===== src/rtl/alarm_seq_pkg.sv =====
// Shared types and widths for the alarm sequencer and its time comparator.
package alarm_seq_pkg;

    localparam int BCD_DIGIT_W = 4;
    localparam int TIME_W      = 4 * BCD_DIGIT_W;
    localparam int RING_CNT_W  = 8;
    localparam int MIN_CNT_W   = 4;
    localparam int SNZ_CNT_W   = 2;

    typedef enum logic [1:0] {
        IDLE    = 2'd0,
        RINGING = 2'd1,
        SNOOZE  = 2'd2,
        DONE    = 2'd3
    } state_t;

endpackage


===== src/rtl/alarm_time_cmp.sv =====
// Purely combinational HH:MM equality compare; also shared with the display blink logic.
module alarm_time_cmp
    import alarm_seq_pkg::*;
(
    input  logic [TIME_W-1:0] lhs,
    input  logic [TIME_W-1:0] rhs,
    output logic              match
);

    assign match = (lhs == rhs);

endmodule


===== src/rtl/alarm_sequencer.sv =====
// Alarm ring / snooze / lockout sequencer driving the buzzer.
// Optional macro ALARM_SEQ_BLINK_EN gates sound_alarm with a 1 s on / 1 s off blink.
module alarm_sequencer
    import alarm_seq_pkg::*;
#(
    parameter int RING_SECS   = 60,
    parameter int SNOOZE_MINS = 5,
    parameter int MAX_SNOOZE  = 3
) (
    input  logic                 clock,
    input  logic                 reset,
    input  logic                 one_second,
    input  logic                 one_minute,
    input  logic [TIME_W-1:0]    current_time,
    input  logic [TIME_W-1:0]    alarm_time,
    input  logic                 alarm_enable,
    input  logic                 stop_button,
    input  logic                 snooze_button,
    output logic                 sound_alarm,
    output logic                 snooze_active,
    output logic [SNZ_CNT_W-1:0] snooze_count,
    output logic                 ring_timeout
);

    // Counters compare against "last value" so the terminal pulse is the one that expires.
    localparam logic [RING_CNT_W-1:0] RING_LAST = RING_CNT_W'(RING_SECS - 1);
    localparam logic [MIN_CNT_W-1:0]  MIN_LAST  = MIN_CNT_W'(SNOOZE_MINS - 1);
    localparam logic [SNZ_CNT_W-1:0]  SNZ_MAX   = SNZ_CNT_W'(MAX_SNOOZE);

    state_t                 state;
    state_t                 state_next;
    logic                   match;
    logic                   ring_expire;
    logic                   snooze_take;
    logic                   ring_entry;
    logic [RING_CNT_W-1:0]  ring_cnt;
    logic [MIN_CNT_W-1:0]   min_cnt;
    logic [SNZ_CNT_W-1:0]   snz_cnt;
    logic                   ring_timeout_q;
`ifdef ALARM_SEQ_BLINK_EN
    logic                   blink;
`endif

    alarm_time_cmp u_cmp (
        .lhs   (current_time),
        .rhs   (alarm_time),
        .match (match)
    );

    always_ff @(posedge clock) begin
        if (reset) begin
            state <= IDLE;
        end else begin
            state <= state_next;
        end
    end

    always_comb begin
        state_next  = state;
        ring_expire = 1'b0;
        snooze_take = 1'b0;
        case (state)
            IDLE: begin
                if (alarm_enable && match) begin
                    state_next = RINGING;
                end
            end
            RINGING: begin
                if (!alarm_enable) begin
                    state_next = IDLE;
                end else if (stop_button) begin
                    state_next = DONE;
                end else if (snooze_button) begin
                    if (snz_cnt < SNZ_MAX) begin
                        state_next  = SNOOZE;
                        snooze_take = 1'b1;
                    end else begin
                        state_next = DONE;
                    end
                end else if (one_second && (ring_cnt == RING_LAST)) begin
                    state_next  = DONE;
                    ring_expire = 1'b1;
                end
            end
            SNOOZE: begin
                if (!alarm_enable || stop_button) begin
                    state_next = IDLE;
                end else if (one_minute && (min_cnt == MIN_LAST)) begin
                    state_next = RINGING;
                end
            end
            DONE: begin
                if (!match || !alarm_enable) begin
                    state_next = IDLE;
                end
            end
            default: state_next = IDLE;
        endcase
    end

    assign ring_entry = (state != RINGING) && (state_next == RINGING);

    // ring_timeout is registered so it lines up with the first cycle spent in DONE.
    always_ff @(posedge clock) begin
        if (reset) begin
            ring_cnt       <= '0;
            min_cnt        <= '0;
            snz_cnt        <= '0;
            ring_timeout_q <= 1'b0;
        end else begin
            ring_timeout_q <= ring_expire;
            if (ring_entry) begin
                ring_cnt <= '0;
            end else if ((state == RINGING) && one_second) begin
                ring_cnt <= ring_cnt + RING_CNT_W'(1);
            end
            if (snooze_take) begin
                min_cnt <= '0;
            end else if ((state == SNOOZE) && one_minute) begin
                min_cnt <= min_cnt + MIN_CNT_W'(1);
            end
            if ((state == IDLE) && (state_next == RINGING)) begin
                snz_cnt <= '0;
            end else if (snooze_take) begin
                snz_cnt <= snz_cnt + SNZ_CNT_W'(1);
            end
        end
    end

`ifdef ALARM_SEQ_BLINK_EN
    always_ff @(posedge clock) begin
        if (reset) begin
            blink <= 1'b0;
        end else if (ring_entry) begin
            blink <= 1'b1;
        end else if ((state == RINGING) && one_second) begin
            blink <= ~blink;
        end
    end

    always_comb begin
        sound_alarm   = (state == RINGING) && blink;
        snooze_active = (state == SNOOZE);
    end
`else
    always_comb begin
        sound_alarm   = (state == RINGING);
        snooze_active = (state == SNOOZE);
    end
`endif

    assign snooze_count = snz_cnt;
    assign ring_timeout = ring_timeout_q;

endmodule

===== config.mk =====
export PLATFORM = sky130hd
export DESIGN_NAME = alarm_sequencer
export DESIGN_NICKNAME = d
export VERILOG_FILES = /design/src/rtl/alarm_seq_pkg.sv /design/src/rtl/alarm_time_cmp.sv /design/src/rtl/alarm_sequencer.sv
export SDC_FILE = /design/constraint.sdc
export NUM_CORES = 1
export LEC_CHECK = 0
export ABC_AREA = 1
export CAP_MARGIN = 20
export CORE_MARGIN = 3
export CORE_UTILIZATION = 44
export DETAILED_ROUTE_END_ITERATION = 6
export PLACE_DENSITY = 0.9
export SETUP_SLACK_MARGIN = 0.3
export SYNTH_ARGS = -nofsm -noshare
export SYNTH_HDL_FRONTEND = slang
export SYNTH_HIERARCHICAL = 1
export SYNTH_SLANG_ARGS = --single-unit

===== constraint.sdc =====
create_clock -name clock -period 2 [get_ports clock]
set_input_delay 0.6 -clock clock [delete_from_list [all_inputs] [get_ports clock]]
set_output_delay 0.6 -clock clock [all_outputs]
set_load 0.1 [all_outputs]

; Word-level counts from Yosys, hierarchy flattened
; Index checks and enable logic that the tools add are counted.
[op_classes]
n_lt_le_gt_ge = 1
reduce_logical = 16
bitwise_logic = 2
n_eq_ne = 8
addsub = 3
n_mux = 16
[op_table]
columns = operator, count
row1 = equality test 16 bit, 1
row2 = two-way mux 2 bit, 8
row3 = adder 8 x 1 -> 8 bit (second input constant), 1
row4 = equality test 8 x 6 -> 1 bit (second input constant), 1
row5 = one-hot mux 2 bit (4 select lines), 1
row6 = logical AND 1 bit, 7
row7 = two-way mux 1 bit, 7
row8 = OR reduction 2 bit, 3
row9 = OR reduction 5 bit, 1
row10 = adder 4 x 1 -> 4 bit (second input constant), 1
row11 = equality test 2 x 1 -> 1 bit (second input constant), 2
row12 = equality test 2 bit (second input constant), 2
row13 = equality test 4 x 3 -> 1 bit (second input constant), 1
row14 = adder 2 x 1 -> 2 bit (second input constant), 1
row15 = logical NOT 1 bit, 2
row16 = logical NOT 2 bit, 1
row17 = logical OR 1 bit, 2
row18 = less-than comparator 2 bit (second input constant), 1
row19 = inequality test 2 x 1 -> 1 bit (second input constant), 1
row20 = NOT 1 bit, 2
[totals]
output_inout_bits = 5
elab_cells = 51
regBits = 17
input_bits = 39

; Depth between registers and ports, before layout
[depth]
word_depth = 10
ltp_mapped = 15
depth_no_buf = 15

; Modules after synthesis
; The synthesis kept the hierarchy.
[modules_own_cells]
columns = mod, cells_per_inst, seq_area_each_um2, n_inst, area_per_inst_um2
row1 = alarm_sequencer, 128, 340.3, 1, 922.1
row2 = alarm_time_cmp, 51, 0.0, 1, 246.5

; Worst setup path before layout
; No wires, ideal clock.
[synth_timing]
kind = reg-to-reg
startpoint = reg state[1]
endpoint = reg min_cnt[3]
t_arrival_ps = 1921
required_time_ps = 1942
path_slack_ps = 21
n_path_buf = 0
setup_time_ps = 58
period_less_slack_ps = 1979
path_stages_with_launch = 8
cell_sequence = dfxtp_1 inv_2 nor2_2 nand2_1 nor2_1 nand3_1 a21oi_1 o21a_1
[synth_via]
word_cells_on_any_way = 5
cone_classes = 2 x eq/ne / 1 x mux / 2 x reduce/logical
[synth_lines]
columns = item, line_no
row1 = start: declaration, alarm_sequencer.sv:30  ; state_t state;
row2 = start signal: assignment, alarm_sequencer.sv:54  ; state <= state_next;
row3 = equality test 2 bit, n/a
row4 = net snooze_active, alarm_sequencer.sv:20  ; output logic snooze_active,
row5 = logical AND 1 bit, alarm_sequencer.sv:119  ; end else if ((state == SNOOZE) && one_minute) begin
row6 = end signal: assignment, alarm_sequencer.sv:120  ; min_cnt <= min_cnt + MIN_CNT_W'(1);
row7 = end: declaration, alarm_sequencer.sv:37  ; logic [MIN_CNT_W-1:0] min_cnt;
; The timed path passes the listed nets, and every way through them passes these cells.
; A chain may end at the register's enable or synchronous reset.

; Worst setup path after layout
[layout_timing]
startpoint = in alarm_enable
endpoint = reg ring_cnt[1]
[layout_via]
elab_chain_cells = 7
word_cells_on_any_way = 12
cone_classes = 1 x eq/ne / 5 x mux / 6 x reduce/logical
[layout_lines]
columns = item, line_no
row1 = start: declaration, alarm_sequencer.sv:16  ; input logic alarm_enable,
row2 = logical NOT 1 bit, "alarm_sequencer.sv:86, alarm_sequencer.sv:93"
row3 = logical OR 1 bit (on tied branches), "alarm_sequencer.sv:93, alarm_sequencer.sv:86"
row4 = two-way mux 2 bit (on tied branches), "alarm_sequencer.sv:93, alarm_sequencer.sv:86"
row5 = one-hot mux 2 bit (4 select lines) (*), alarm_sequencer.sv:62  ; case (state)
row6 = equality test 2 x 1 -> 1 bit (*), alarm_sequencer.sv:101  ; assign ring_entry = (state != RINGING) && (state_next == RINGING);
row7 = logical AND 1 bit (*), alarm_sequencer.sv:101
row8 = OR reduction 2 bit (no source line) (*), n/a
row9 = end signal: assignment, alarm_sequencer.sv:115  ; ring_cnt <= ring_cnt + RING_CNT_W'(1);
row10 = end: declaration, alarm_sequencer.sv:36  ; logic [RING_CNT_W-1:0] ring_cnt;
; Every way passes the cells marked *; elsewhere a longest branch is shown, timed or not.

==> flow_summary.toml <==
[outcome]
status = "finished, final reports clean"

[drt]
dr.pass1.iters = 4
wirelength_um = 3310
drtIter0Drc = 44
ant_nets = 0
route.vias.total = 1297
viasPerCell = 4.84
drc_errors = 0
wl_per_cell_um = 12.4

[clock_network]
cts_sinks = 17
path_clk_slew_ps = 110
root_buffer = "clkbuf_4"
htree_levels = 1
tritoncts = "built"
hold_buffers = 0
clockBufferDepth = 2
insertion_delay_ps = 300
numCtsBuffers = 3

[setup_path]
crit_type = "in2reg"
path_cells = "clkdlybuf4s50_1 -> inv_1 -> nor2_1 -> nand2_1 -> o211ai_1 -> inv_1 -> nand2_2 -> nand2_8 -> nor2_4"
path_buf_inv = 3
crit_top_cell = "inv_1"
worstSetupStartpointType = "input pin"
worst_r2r_path_depth = 12
reg2reg_from = "ring_cnt[0]"
rrSetupSlack_ps = 450
cp-end-kind = "flip-flop"
worst-endpoint-arrival_ps = 2160
crit_path_top_delay_cell = "clkdlybuf4s50_1"
slowest_delay_ps = 540
r2r-end = "ring_cnt[1]"
cp_top_family = "buffers and inverters"
cp_max_fo = 8
required_ps = 2250

[synthesis]
yosys_warnings = 6
synth_top_cells_by_area = "dfxtp_1 (29%), nand2_1 (15%), inv_1 (10%)"
yosysTopAreaCellShare_pct = 29.1
ys_types = 24
synth_commonest_cells = "nand2_1 (48), inv_1 (32), nor2_1 (22)"
yosysTopAreaCell = "dfxtp_1"
synth_enable_flop_cells = 0
synth-seq-cells = 17
syn_nets = 222
avgSynthCellArea_um2 = 6.53
yosysSeqAreaShare_pct = 29.1
syn_inst = 179
ys.flop_type = "dfxtp_1"
async_flop_share_pct = 0
synth.most_common_cell = "nand2_1"
synth_area_um2 = 1170

[layout]
fin_util_pct = 73.4
drive_gt1_share_pct = 35.7
diodes = 0
layout.nets = 282
area_growth_pct = 57.1

[pwr]
peakVddDrop_v = 0.000658
p_leak_nw = 0.875
powerDensity_nw_per_um2 = 364

[timing]
rsz0062_at_grt = "yes"
hold_viol = 0
clock_skew_ps = 16.9
setup_viol = 0
max_slew_margin_pct = 75.5
tightest_slew_ps = 357
final.min_clock_period_ps = 1920
fmax_ghz = 0.522
period_share_pct = 95.9
fin_hold_ws_ps = 481
slew_violations = 0

[hold_path]
min_path_type = "reg2reg"
min_to = "snooze_count[1]"
hold_depth = 2
hp-start = "snooze_count[1]"

[flow_run]
maxCapViolations = 0

[floorplan]
start_util_pct = 46.7
dieArea_um2 = 3310
fp.coreArea_um2 = 2500
die_width_um = 57.5
io_pins = 44
row_count = 18
die_y_um = 57.5

[global_route]
grt_pass1_vias = 1211
overflow = 0
grt_use_total_pct = 19.7
antenna_found_initial = 0
grt_max_degree = 11
grt_pass1_wl_um = 5230

[placement]
hpwlAfterDp_um = 2330
io_buffer_count = 43
gp_congestion = 0.777
layout make-up:
type / instances / area, um2
multi-input combinational: 129 / 808
fill: 186 / 664
timing repair buffer: 55 / 490
sequential: 17 / 344
inverter: 33 / 128
tap: 30 / 37.5
clock buffer: 3 / 22.5
clock inverter: 1 / 5.00
state kept, by name, indices dropped and copies added (netlist names):
name	cells
snooze_count	2
ring_timeout	1
state	2
ring_cnt	8
min_cnt	4
how the worst max path moves through the flow:
stage	slack [ps]	endpoint	from	cells past startpoint
after global routing	-60	ring_cnt[1]	current_time[4]	14
final	80	ring_cnt[1]	alarm_enable	9
after global placement	-300	ring_cnt[2]	alarm_time[11]	14
after floorplan	300	ring_cnt[3]	alarm_time[10]	12
after CTS	230	ring_cnt[6]	current_time[8]	14
after detailed placement	-400	ring_cnt[3]	alarm_time[11]	14
cell usage in the layout, fill, tap and decap left out, types with 2 or more instances in the layout:
cell type,n
xnor2_2,4
buf_2,19
buf_6,12
buf_4,12
inv_1,30
buf_12,5
a21oi_1,6
dlymetal6s2s_1,2
nor2_1,13
nand2_2,3
xnor2_1,9
ha_1,4
inv_2,2
dfxtp_2,3
o21ai_0,3
xor2_1,5
nor2_2,6
nor3_1,2
clkdlybuf4s50_1,4
clkbuf_4,3
dfxtp_1,14
nand2_1,47
nand3_1,7
nor2_4,7
logic make-up after synthesis:
family	Yosys count	synth area share [%]
DFF	17	29.1
muxes	1	0.857
buffers and inverters	33	10.6
and+or+nand+nor	93	35.5
xor gates and xnor gates	18	13.5
adders and majority gates	4	4.28
AOI/OAI and AO/OA	13	6.10
per-layer routing:
| layer | track usage (%) | wire [um] |
|---|---|---|
| met1 | 24.5 | 1340 |
| met5 | 0 | 0 |
| met3 | 4.52 | 178 |
| met2 | 35.2 | 1740 |
| met4 | 2.98 | 48 |
tightest hold or removal path, stage by stage (launching register included):
cell and delay [ps]:
dfxtp_2 350, inv_1 50, a21oi_1 50
per-stage QoR:
step / setup slack [ps] / instance area (um2) / setup TNS [ps] / instances / total power, mW
after floorplan: 297 / 1200 / 0 / 179 / 0.401
after global placement: -297 / 1760 / -3050 / 258 / 0.492
after detailed placement: -403 / 1760 / -3990 / 258 / 0.495
after CTS: 234 / 1740 / 0 / 264 / 0.661
after global routing: -55.0 / 1840 / -194 / 268 / 0.695
final: 82.7 / 1840 / 0 / 268 / 0.668
power breakdown:
group / internal [mW] / leakage (nW) / switching [mW]
Combinational: 0.0831 / 0.719 / 0.0591
Clock: 0.0744 / 0.0177 / 0.113
Sequential: 0.338 / 0.138 / 0.000000523
Total: 0.496 / 0.875 / 0.172
timing repair:
action	4_1_cts	5_1_grt
setup buffers	2	4
gates resized for setup	133	21
setup endpoints to repair	14	18
pin swaps	34	18
(Power assumes the default switching activity.)
